**src/rtl/buffered_ring_pkg.sv**
```systemverilog
// Shared port encoding for the buffered ring node and its arbiter.
package buffered_ring_pkg;

  typedef logic [1:0] port_t;

  localparam port_t PORT_LEFT  = 2'd0;
  localparam port_t PORT_RIGHT = 2'd1;
  localparam port_t PORT_SELF  = 2'd2;
  localparam port_t PORT_NONE  = 2'd3;

  localparam int NUM_PORTS = 3;

  // Round-robin successor over left -> right -> self.
  function automatic port_t next_port(input port_t p);
    return (p == PORT_SELF) ? PORT_LEFT : port_t'(p + 2'd1);
  endfunction

endpackage

```
**src/rtl/ring_fifo.sv**
```systemverilog
// Ingress FIFO: push/pop same edge, head visible combinationally, full/empty registered.
// Pushes into a full FIFO are discarded and flagged on overflow_o, even if it pops that cycle.
module ring_fifo #(
  parameter int DATA_W = 32,
  parameter int DEPTH  = 4
) (
  input  logic              clk_i,
  input  logic              rst_ni,
  input  logic              push_i,
  input  logic [DATA_W-1:0] push_dat_i,
  input  logic              pop_i,
  output logic [DATA_W-1:0] head_dat_o,
  output logic              full_o,
  output logic              empty_o,
  output logic              overflow_o
);

  localparam int PTR_W = $clog2(DEPTH);

  logic [DATA_W-1:0] mem_q [DEPTH];
  logic [PTR_W-1:0]  wr_ptr_q, rd_ptr_q;
  logic [PTR_W:0]    cnt_q, cnt_d;
  logic              full_q, empty_q;
  logic              do_push, do_pop;

  assign do_push    = push_i && !full_q;
  assign do_pop     = pop_i && !empty_q;
  assign overflow_o = push_i && full_q;
  assign head_dat_o = mem_q[rd_ptr_q];
  assign full_o     = full_q;
  assign empty_o    = empty_q;

  always_comb begin
    cnt_d = cnt_q;
    if (do_push && !do_pop) begin
      cnt_d = cnt_q + 1'b1;
    end else if (!do_push && do_pop) begin
      cnt_d = cnt_q - 1'b1;
    end
  end

  always_ff @(posedge clk_i or negedge rst_ni) begin
    if (!rst_ni) begin
      wr_ptr_q <= '0;
      rd_ptr_q <= '0;
      cnt_q    <= '0;
      full_q   <= 1'b0;
      empty_q  <= 1'b1;
    end else begin
      if (do_push) wr_ptr_q <= wr_ptr_q + 1'b1;
      if (do_pop)  rd_ptr_q <= rd_ptr_q + 1'b1;
      cnt_q   <= cnt_d;
      full_q  <= (cnt_d == (PTR_W+1)'(DEPTH));
      empty_q <= (cnt_d == '0);
    end
  end

  // Storage needs no reset: a slot is only read after it has been written.
  always_ff @(posedge clk_i) begin
    if (do_push) mem_q[wr_ptr_q] <= push_dat_i;
  end

endmodule

```
**src/rtl/buffered_ring_node.sv**
```systemverilog
// 1-D ring node: three buffered ingresses, round-robin one grant per cycle, 2-edge min latency.
// A head waits while its target egress Rdy is low; strobes into a full ingress are dropped and counted.
module buffered_ring_node
  import buffered_ring_pkg::*;
#(
  parameter int DATA_W  = 32,
  parameter int ADDR_W  = 4,
  parameter int NODE_ID = 0,
  parameter int DEPTH   = 4,
  parameter int DROP_W  = 8
) (
  input  logic              shiftInCLK,
  input  logic              shiftInRSTn,
  input  logic [DATA_W-1:0] shiftInLeftData,
  input  logic [DATA_W-1:0] shiftInRightData,
  input  logic [DATA_W-1:0] shiftInData,
  input  logic              shiftInLeftCS,
  input  logic              shiftInRightCS,
  input  logic              shiftInCS,
  output logic              shiftInLeftFull,
  output logic              shiftInRightFull,
  output logic              shiftInFull,
  output logic [DATA_W-1:0] shiftOutLeftData,
  output logic [DATA_W-1:0] shiftOutRightData,
  output logic [DATA_W-1:0] shiftOutData,
  output logic              shiftOutLeftCS,
  output logic              shiftOutRightCS,
  output logic              shiftOutCS,
  input  logic              shiftOutLeftRdy,
  input  logic              shiftOutRightRdy,
  input  logic              shiftOutRdy,
  output logic [1:0]        dataSource,
  output logic [1:0]        outputSelect,
  output logic [DROP_W-1:0] dropCount
);

  logic [DATA_W-1:0]    in_dat   [NUM_PORTS];
  logic [DATA_W-1:0]    head_dat [NUM_PORTS];
  logic [ADDR_W-1:0]    dest     [NUM_PORTS];
  port_t                tgt      [NUM_PORTS];
  logic [NUM_PORTS-1:0] in_cs, egr_rdy, fifo_full, fifo_empty, fifo_ovf, pop, eligible;

  logic                 gnt_vld;
  port_t                gnt_src, gnt_tgt, cand;
  logic [DATA_W-1:0]    gnt_dat;

  logic [NUM_PORTS-1:0] out_cs_q, out_cs_d;
  logic [DATA_W-1:0]    out_dat_q [NUM_PORTS];
  logic [DATA_W-1:0]    out_dat_d [NUM_PORTS];
  port_t                src_q, src_d, sel_q, sel_d, rr_ptr_q, rr_ptr_d;
  logic [DROP_W-1:0]    drop_q, drop_d;
  logic [1:0]           drop_inc;
  logic [DROP_W:0]      drop_sum;

  assign in_dat[0] = shiftInLeftData;
  assign in_dat[1] = shiftInRightData;
  assign in_dat[2] = shiftInData;
  assign in_cs     = {shiftInCS, shiftInRightCS, shiftInLeftCS};
  assign egr_rdy   = {shiftOutRdy, shiftOutRightRdy, shiftOutLeftRdy};

  for (genvar g = 0; g < NUM_PORTS; g++) begin : g_ingress
    ring_fifo #(
      .DATA_W(DATA_W),
      .DEPTH (DEPTH)
    ) u_fifo (
      .clk_i     (shiftInCLK),
      .rst_ni    (shiftInRSTn),
      .push_i    (in_cs[g]),
      .push_dat_i(in_dat[g]),
      .pop_i     (pop[g]),
      .head_dat_o(head_dat[g]),
      .full_o    (fifo_full[g]),
      .empty_o   (fifo_empty[g]),
      .overflow_o(fifo_ovf[g])
    );
  end

  always_comb begin
    eligible = '0;
    for (int i = 0; i < NUM_PORTS; i++) begin
      dest[i] = head_dat[i][DATA_W-1 -: ADDR_W];
      if (int'(dest[i]) < NODE_ID) begin
        tgt[i] = PORT_LEFT;
      end else if (int'(dest[i]) > NODE_ID) begin
        tgt[i] = PORT_RIGHT;
      end else begin
        tgt[i] = PORT_SELF;
      end
      eligible[i] = !fifo_empty[i] && egr_rdy[tgt[i]];
    end
  end

  // First eligible head starting at the pointer wins.
  always_comb begin
    gnt_vld = 1'b0;
    gnt_src = PORT_NONE;
    gnt_tgt = PORT_NONE;
    gnt_dat = '0;
    cand    = rr_ptr_q;
    for (int k = 0; k < NUM_PORTS; k++) begin
      if (!gnt_vld && eligible[cand]) begin
        gnt_vld = 1'b1;
        gnt_src = cand;
        gnt_tgt = tgt[cand];
        gnt_dat = head_dat[cand];
      end
      cand = next_port(cand);
    end
  end

  assign pop = gnt_vld ? (NUM_PORTS'(1) << gnt_src) : '0;

  always_comb begin
    out_cs_d  = '0;
    out_dat_d = out_dat_q;
    src_d     = PORT_NONE;
    sel_d     = PORT_NONE;
    rr_ptr_d  = rr_ptr_q;
    if (gnt_vld) begin
      out_cs_d[gnt_tgt]  = 1'b1;
      out_dat_d[gnt_tgt] = gnt_dat;
      src_d              = gnt_src;
      sel_d              = gnt_tgt;
      rr_ptr_d           = next_port(gnt_src);
    end
  end

  assign drop_inc = 2'(fifo_ovf[0]) + 2'(fifo_ovf[1]) + 2'(fifo_ovf[2]);
  assign drop_sum = {1'b0, drop_q} + (DROP_W+1)'(drop_inc);
  assign drop_d   = drop_sum[DROP_W] ? '1 : drop_sum[DROP_W-1:0];

  always_ff @(posedge shiftInCLK or negedge shiftInRSTn) begin
    if (!shiftInRSTn) begin
      out_cs_q  <= '0;
      out_dat_q <= '{default: '0};
      src_q     <= PORT_NONE;
      sel_q     <= PORT_NONE;
      rr_ptr_q  <= PORT_LEFT;
      drop_q    <= '0;
    end else begin
      out_cs_q  <= out_cs_d;
      out_dat_q <= out_dat_d;
      src_q     <= src_d;
      sel_q     <= sel_d;
      rr_ptr_q  <= rr_ptr_d;
      drop_q    <= drop_d;
    end
  end

  assign shiftInLeftFull   = fifo_full[0];
  assign shiftInRightFull  = fifo_full[1];
  assign shiftInFull       = fifo_full[2];
  assign shiftOutLeftCS    = out_cs_q[0];
  assign shiftOutRightCS   = out_cs_q[1];
  assign shiftOutCS        = out_cs_q[2];
  assign shiftOutLeftData  = out_dat_q[0];
  assign shiftOutRightData = out_dat_q[1];
  assign shiftOutData      = out_dat_q[2];
  assign dataSource        = src_q;
  assign outputSelect      = sel_q;
  assign dropCount         = drop_q;

endmodule

```
**config.mk**
```make
export PLATFORM = sky130hd
export DESIGN_NAME = buffered_ring_node
export DESIGN_NICKNAME = d
export VERILOG_FILES = /design/src/rtl/buffered_ring_pkg.sv /design/src/rtl/ring_fifo.sv /design/src/rtl/buffered_ring_node.sv
export SDC_FILE = /design/constraint.sdc
export NUM_CORES = 1
export LEC_CHECK = 0
export CAP_MARGIN = 10
export CORE_AREA = 8 8 222 277
export DETAILED_ROUTE_END_ITERATION = 8
export DIE_AREA = 0 0 230 285
export PLACE_DENSITY = 0.55
export SYNTH_ARGS = -nofsm -noshare
export SYNTH_HDL_FRONTEND = slang
export SYNTH_SLANG_ARGS = --single-unit
```
**constraint.sdc**
```tcl
create_clock -name shiftInCLK -period 4.8 [get_ports shiftInCLK]
set_input_delay 0.96 -clock shiftInCLK [delete_from_list [all_inputs] [get_ports shiftInCLK]]
set_output_delay 0.96 -clock shiftInCLK [all_outputs]
set_load 0.03 [all_outputs]
```
After elaboration in Yosys (flattened, before gate mapping)
Memories as Yosys holds them, arrays and structs flattened.
Cells that the tools add are included.
{"block": "totals", "register_bits": 140, "latch_bits": 0, "elab_cells": 180, "mem_bits_ro": 0, "out_inout_bits": 114, "input_bits": 104, "mem_count": 3, "ramBits": 384}
{"memory": "g_ingress[0].u_fifo.mem_q", "words": 4, "width": 32, "rd": 1, "rd_clocked_by_memory_dff": 0, "write_ports": 1, "line_no": "ring_fifo.sv:20", "source": "logic [DATA_W-1:0] mem_q [DEPTH];"}
{"memory": "g_ingress[1].u_fifo.mem_q", "words": 4, "width": 32, "rd": 1, "rd_clocked_by_memory_dff": 0, "write_ports": 1, "line_no": "ring_fifo.sv:20"}
{"memory": "g_ingress[2].u_fifo.mem_q", "words": 4, "width": 32, "rd": 1, "rd_clocked_by_memory_dff": 0, "write_ports": 1, "line_no": "ring_fifo.sv:20"}
{"block": "classes", "mul": 0, "bitwise": 4, "add_sub_neg": 18, "n_div": 0, "n_eq_ne": 6, "reduce_logical": 39, "order_cmp": 16, "muxes": 70, "shift": 1}
{"operator": "two-way mux 32 bit", "n": 10}
{"operator": "binary-select mux 32 bit (select 2 bit)", "n": 3}
{"operator": "bitwise mux 96 bit", "n": 1}
{"operator": "demux 32 bit (select 2 bit)", "n": 1}
{"operator": "two-way mux 2 bit", "n": 20}
{"operator": "two-way mux 3 bit", "n": 8}
{"operator": "logical AND 1 bit", "n": 22}
{"operator": "less-than comparator 2 x 3 -> 1 bit (second input constant)", "n": 7}
{"operator": "adder 2 x 1 -> 2 bit (second input constant)", "n": 9}
{"operator": "two-way mux 1 bit", "n": 16}
{"operator": "logical NOT 1 bit", "n": 14}
{"operator": "binary-select mux 1 bit (select 2 bit)", "n": 6}
{"operator": "binary-select mux 2 bit (select 2 bit)", "n": 3}
{"operator": ">= comparator 3 bit (second input constant)", "n": 4}
{"operator": "> comparator 4 x 1 -> 1 bit (second input constant)", "n": 3}
{"operator": "NOT 2 -> 3 bit", "n": 4}
{"operator": "adder 3 x 1 -> 3 bit (second input constant)", "n": 3}
{"operator": "adder 8 x 2 -> 9 bit", "n": 1}
{"operator": "equality test 3 bit (second input constant)", "n": 3}
{"operator": "logical NOT 3 bit", "n": 3}
{"operator": "subtractor 3 x 1 -> 3 bit (second input constant)", "n": 3}
{"operator": "two-way mux 8 bit", "n": 1}
{"operator": "equality test 2 bit (second input constant)", "n": 3}
{"operator": "less-than comparator 3 x 1 -> 1 bit (second input constant)", "n": 1}
{"operator": "other kinds (5)", "n": 5}

Longest topological paths before layout
An unclocked memory read counts as a cell.
{"block": "depth", "depth_word": 22, "depth_mapped": 11, "mapped_depth_nobuf": 8}

Hierarchy
A second synthesis with hierarchy kept.
{"block": "unflattened", "hier_cells": 1345, "hier_area_um2": 22395.2}
{"mod": "ring_fifo at g_ingress[0].u_fifo ...", "instances": 2, "seq_area_each_um2": 4070.2, "area_per_inst_um2": 5173.7, "cells_each": 221}
{"mod": "buffered_ring_node", "instances": 1, "seq_area_each_um2": 2832.7, "area_per_inst_um2": 6845.3, "cells_each": 681}
{"mod": "ring_fifo at g_ingress[1].u_fifo", "instances": 1, "seq_area_each_um2": 4070.2, "area_per_inst_um2": 5202.5, "cells_each": 222}

Least setup slack after synthesis
OpenSTA, ideal clock, no wires.
{"block": "synth_path", "path_type": "register -> register", "startpoint": "register g_ingress[0].u_fifo.rd_ptr_q[0]", "endpoint": "register out_dat_q, in the netlist shiftOutData[10]", "setup_ns": 0.125, "path_buffers": 3, "t_required_ns": 4.675, "period_less_slack_ns": 3.499, "slack_ns": 1.301, "path_stages_with_launch": 11, "arrival_ns": 3.373, "cell_sequence": "dfrtp_1 -> buf_2 -> mux4_2 -> nor4_4 -> mux2i_1 -> nor2_1 -> a221o_1 -> a221o_1 -> buf_6 -> buf_6 -> mux2_4"}
{"block": "synth_via", "elab_chain_cells": 21, "elab_cells_between_ends": 50, "cone_classes": "order compare (3); mux (39); bitwise (1); reduce/logical (6); memory (1)"}
{"element": "start, declared", "line_no": "ring_fifo.sv:21", "source": "logic [PTR_W-1:0] wr_ptr_q, rd_ptr_q;"}
{"element": "start signal, assigned", "line_no": "ring_fifo.sv:51", "source": "if (do_pop) rd_ptr_q <= rd_ptr_q + 1'b1;"}
{"element": "memory (4 x 32 bit) *"}
{"element": "> comparator 4 x 1 -> 1 bit", "line_no": "buffered_ring_node.sv:84", "source": "end else if (int'(dest[i]) > NODE_ID) begin"}
{"element": "two-way mux 2 bit", "line_no": "buffered_ring_node.sv:84"}
{"element": "binary-select mux 1 bit (select 2 bit)", "line_no": "buffered_ring_node.sv:89", "source": "eligible[i] = !fifo_empty[i] && egr_rdy[tgt[i]];"}
{"element": "two-way mux 1 bit (not written as such)", "line_no": "buffered_ring_node.sv:89"}
{"element": "logical AND 1 bit", "line_no": "buffered_ring_node.sv:89"}
{"element": "binary-select mux 1 bit (select 2 bit)", "line_no": "buffered_ring_node.sv:101", "source": "if (!gnt_vld && eligible[cand]) begin"}
{"element": "two-way mux 1 bit (not written as such)", "line_no": "buffered_ring_node.sv:101"}
{"element": "[... 5 more ...]"}
{"element": "logical AND 1 bit", "line_no": "buffered_ring_node.sv:101"}
{"element": "two-way mux 2 bit", "line_no": "buffered_ring_node.sv:101"}
{"element": "NOT 2 -> 3 bit (not written as such)", "line_no": "buffered_ring_node.sv:121", "source": "out_dat_d[gnt_tgt] = gnt_dat;"}
{"element": ">= comparator 3 bit (not written as such) / less-than comparator 3 x 1 -> 1 bit (equally long branches)", "line_no": "buffered_ring_node.sv:121"}
{"element": "logical AND 1 bit (not written as such)", "line_no": "buffered_ring_node.sv:121"}
{"element": "two-way mux 32 bit (not written as such)", "line_no": "buffered_ring_node.sv:121"}
{"element": "demux 32 bit (select 2 bit)", "line_no": "buffered_ring_node.sv:121"}
{"element": "bitwise mux 96 bit", "line_no": "buffered_ring_node.sv:121"}
{"element": "end signal, assigned", "line_no": "buffered_ring_node.sv:142", "source": "out_dat_q <= out_dat_d;"}
{"element": "end, declared", "line_no": "buffered_ring_node.sv:48", "source": "logic [DATA_W-1:0] out_dat_q [NUM_PORTS];"}
Mark *: on every way between the ends. The rest lies on a longest branch, timed or not. The select of a mux whose other input is x is not followed.
A chain may end at the register's enable or synchronous reset.

Worst setup path in the final report
{"block": "layout_path", "startpoint": "register g_ingress[2].u_fifo.rd_ptr_q[0]", "endpoint": "register out_dat_q, in the netlist shiftOutRightData[24]"}
{"block": "layout_via", "elab_chain_cells": 21, "elab_cells_between_ends": 50, "cone_classes": "order compare (3); mux (39); bitwise (1); reduce/logical (6); memory (1)"}
{"element": "start, declared", "line_no": "ring_fifo.sv:21"}
{"element": "start signal, assigned", "line_no": "ring_fifo.sv:51"}
{"element": "memory (4 x 32 bit) *"}
{"element": "> comparator 4 x 1 -> 1 bit", "line_no": "buffered_ring_node.sv:84"}
{"element": "two-way mux 2 bit", "line_no": "buffered_ring_node.sv:84"}
{"element": "binary-select mux 1 bit (select 2 bit)", "line_no": "buffered_ring_node.sv:89"}
{"element": "two-way mux 1 bit (not written as such)", "line_no": "buffered_ring_node.sv:89"}
{"element": "logical AND 1 bit", "line_no": "buffered_ring_node.sv:89"}
{"element": "binary-select mux 1 bit (select 2 bit)", "line_no": "buffered_ring_node.sv:101"}
{"element": "two-way mux 1 bit (not written as such)", "line_no": "buffered_ring_node.sv:101"}
{"element": "[... 5 more ...]"}
{"element": "logical AND 1 bit", "line_no": "buffered_ring_node.sv:101"}
{"element": "two-way mux 2 bit", "line_no": "buffered_ring_node.sv:101"}
{"element": "NOT 2 -> 3 bit (not written as such)", "line_no": "buffered_ring_node.sv:121"}
{"element": ">= comparator 3 bit (not written as such) / less-than comparator 3 x 1 -> 1 bit (equally long branches)", "line_no": "buffered_ring_node.sv:121"}
{"element": "logical AND 1 bit (not written as such)", "line_no": "buffered_ring_node.sv:121"}
{"element": "two-way mux 32 bit (not written as such)", "line_no": "buffered_ring_node.sv:121"}
{"element": "demux 32 bit (select 2 bit)", "line_no": "buffered_ring_node.sv:121"}
{"element": "bitwise mux 96 bit", "line_no": "buffered_ring_node.sv:121"}
Marks and branches as above.

==> impl_metrics.toml <==
[setup_path]
reg2reg_depth = 10
crit_path_start = "g_ingress[2].u_fifo.rd_ptr_q[0]"
crit_type = "flop to flop"
end_kind = "flop"
cpPeakStageDelay_ns = 0.67
crit_required_ns = 5.28
crit_end = "shiftOutRightData[24]"
r2r-start = "g_ingress[2].u_fifo.rd_ptr_q[0]"
cp_cell_sequence = "mux4_2 -> nor4_4 -> mux2_4 -> nor3_2 -> buf_4 -> o31ai_1 -> a31o_2 -> inv_2 -> buf_12 -> mux2_2"
ff2ff_setup_slack_ns = 0.46
cp.arrival_ns = 4.82
path_max_fanout = 29
r2r_end = "shiftOutRightData[24]"
startpoint_type = "flop"
slowest_stage = "mux4_2"

[pwr]
ir_drop_mv = 0.461
p_per_area_nw_per_um2 = 706
power_w = 0.0192
power_leakage_nw = 9.72

[clock_tree]
clk_pin_slew_ns = 0.05
cts_inserted_buffers = 53
cts-hold-fix-buffers = 0
cts_setup_buffers = 0
clockBufferDepth = 3
post_cts_resized = 0
cts_sinks = 524
htree_num_levels = 2
cts-root-buf = "clkbuf_16"
clkLatencyLatePin_ns = 0.62
cts_tree = "built"

[floorplan]
dieArea_um2 = 65600
coreArea_um2 = 56900
rows = 98
die_w_um = 230
ios = 218
die_height_um = 285
initial_utilization_pct = 39.5

[logic_synthesis]
synth-edff-count = 384
synth_nets = 1557
avgSynthCellArea_um2 = 15.7
yosys.cell_types.count = 72
synth_seq_cells = 524
synth_top_area_share_pct = 51.3
synthTopCellsByArea = "edfxtp_1 51%, dfrtp_1 15%, mux4_2 9.6%"
async_flop_share_pct = 26.7
yosysSeqAreaShare_pct = 66.9
yosysTopAreaCell = "edfxtp_1"
syn-instance-count = 1431
synth_area_um2 = 22500
ys.flop_type = "edfxtp_1"
synth_warnings = 0

[layout]
area_growth_pct = 21.0
final_cells = 2416
fillerInstances = 4936
final_util_pct = 47.8
nets = 1747
layout-drive-gt1-share_pct = 18.3

[sta]
finalHoldWorstSlack_ns = 0.372
post-route-min-period_ns = 4.34
final_hold_viol_count = 0
period_share_pct = 90.5
skew_ns = 0.0326
rsz0062_at_grt = "no"
fin_tns_setup_ns = 0
tightestPinTransition_ns = 0.891
fmax_mhz = 230
slew_headroom_pct = 40.6
setup_viol = 0
slew_violations = 0

[hold_path]
min_from = "shiftOutLeftData[29]"
hold_class = "flop to flop"

[placement]
globalplace.congestion = 0.856
dp_hpwl_mm = 40.4
dp_cells = 2316
io_buffers = 216

[global_routing]
grt_pass1_vias = 13800
overflow = 0
grt_start_max_net_pins = 89
antenna_found_initial = 5
track_usage_pct = 17.9
grt_pass1_wl_mm = 89.6

[drt]
drc = 0
ant_nets = 0
totalWireLength_mm = 59.7
vias_per_cell = 5.54
drtIter0Drc = 1122
via_count = 13400
drt-pass1-iter-count = 6
routedWlPerCell_um = 24.7

[run]
cap_viol_max_count = 0

[outcome]
outcome = "completed"
[critical path: cells and delay by family (launching register included)]
family,cells,cell delay [ns]
multiplexers,3,1.52
buffers and inverters,3,0.91
AND/OR/NAND/NOR,2,0.77
flip-flops,1,0.60
AO/OA/AOI/OAI,2,0.40
[flip-flops by register name, summed over array words and instances, names as in the netlist, 6 cells and up]
name,count
g_ingress.u_fifo.mem_q,384
shiftOutData,32
shiftOutLeftData,32
shiftOutRightData,32
g_ingress.u_fifo.cnt_q,9
dropCount,8
g_ingress.u_fifo.rd_ptr_q,6
g_ingress.u_fifo.wr_ptr_q,6
[worst min path at each step]
stage / slack [ns] / to / depth (start not counted)
floorplan: 0.50 / g_ingress[1].u_fifo.cnt_q[2] / 2
global placement: 0.36 / shiftOutLeftData[25] / 0
detailed placement: 0.36 / shiftOutLeftData[11] / 0
CTS: 0.38 / shiftOutLeftData[22] / 0
global route: 0.39 / shiftOutLeftData[24] / 0
finish: 0.37 / shiftOutLeftData[29] / 0
[power breakdown]
group | internal [W] | switching (W)
Sequential | 0.00600 | 0.000528
Combinational | 0.00351 | 0.00512
Clock | 0.00228 | 0.00176
[synthesized netlist by cell type (22+ instances only)]
library cell	count
nor2_1	43
mux2_2	33
mux2_4	26
nand2_1	106
o21ai_0	63
and3_1	22
edfxtp_1	384
a21oi_1	51
dfrtp_1	133
a22oi_1	22
mux2i_1	37
clkbuf_1	100
mux4_2	96
a31oi_1	54
[placed cells by master (no fill, tap or decap), drive strengths merged, types with 19 or more instances in the layout]
| cell type | count |
|---|---|
| dfrtp | 133 |
| mux4 | 96 |
| clkinv | 19 |
| edfxtp | 384 |
| nor2 | 43 |
| nand2 | 107 |
| a31oi | 54 |
| a21oi | 52 |
| and3 | 22 |
| inv | 20 |
| a22oi | 22 |
| buf | 48 |
| a41oi | 20 |
| mux2 | 60 |
| and2 | 19 |
| ha | 20 |
| o21ai | 65 |
| mux2i | 37 |
| clkdlybuf4s50 | 215 |
| clkbuf | 73 |
[final cells by class]
type | count | area (µm²) | area share (%)
sequential | 524 | 15000 | 55.3
multi-input combinational | 761 | 6880 | 25.3
timing repair buffer | 263 | 2550 | 9.39
clock buffer | 73 | 1470 | 5.41
tap | 750 | 938 | 3.45
clock inverter | 26 | 243 | 0.892
inverter | 18 | 67.6 | 0.248
antenna | 1 | 2.50 | 0.00920
[per-layer routing]
layer  wire length (µm)  global-route usage (%)  part of all wire, %  vias up
met5                 52                       0                0.087        -
met4               2900                    8.23                  4.9        8
met3               3690                    3.94                  6.2      125
met2              29700                    30.1                   50      463
met1              23300                    21.9                   39     6833
li1                   -                       -                    -     5964
[per-stage QoR]
step,worst slack (ns),area [µm²]
4_1_cts,0.433,27200
2_1_floorplan,1.30,22500
6_report,0.455,27200
5_1_grt,0.261,27200
3_3_place_gp,0.458,25500
3_5_place_dp,0.439,25500
[logic make-up (layout without fill, tap and decap cells)]
family	after synthesis	count (layout)	share of synthesized area [%]
AOI/OAI and AO/OA	288	288	8.49
muxes	193	193	14.7
DFF	524	524	66.9
buffers and inverters	146	380	2.64
xor gates and xnor gates	17	17	0.662
other	1	2	0.0167
and+or+nand+nor	238	238	5.20
adders and majority gates	24	24	1.38
(Power assumes the default switching activity.)
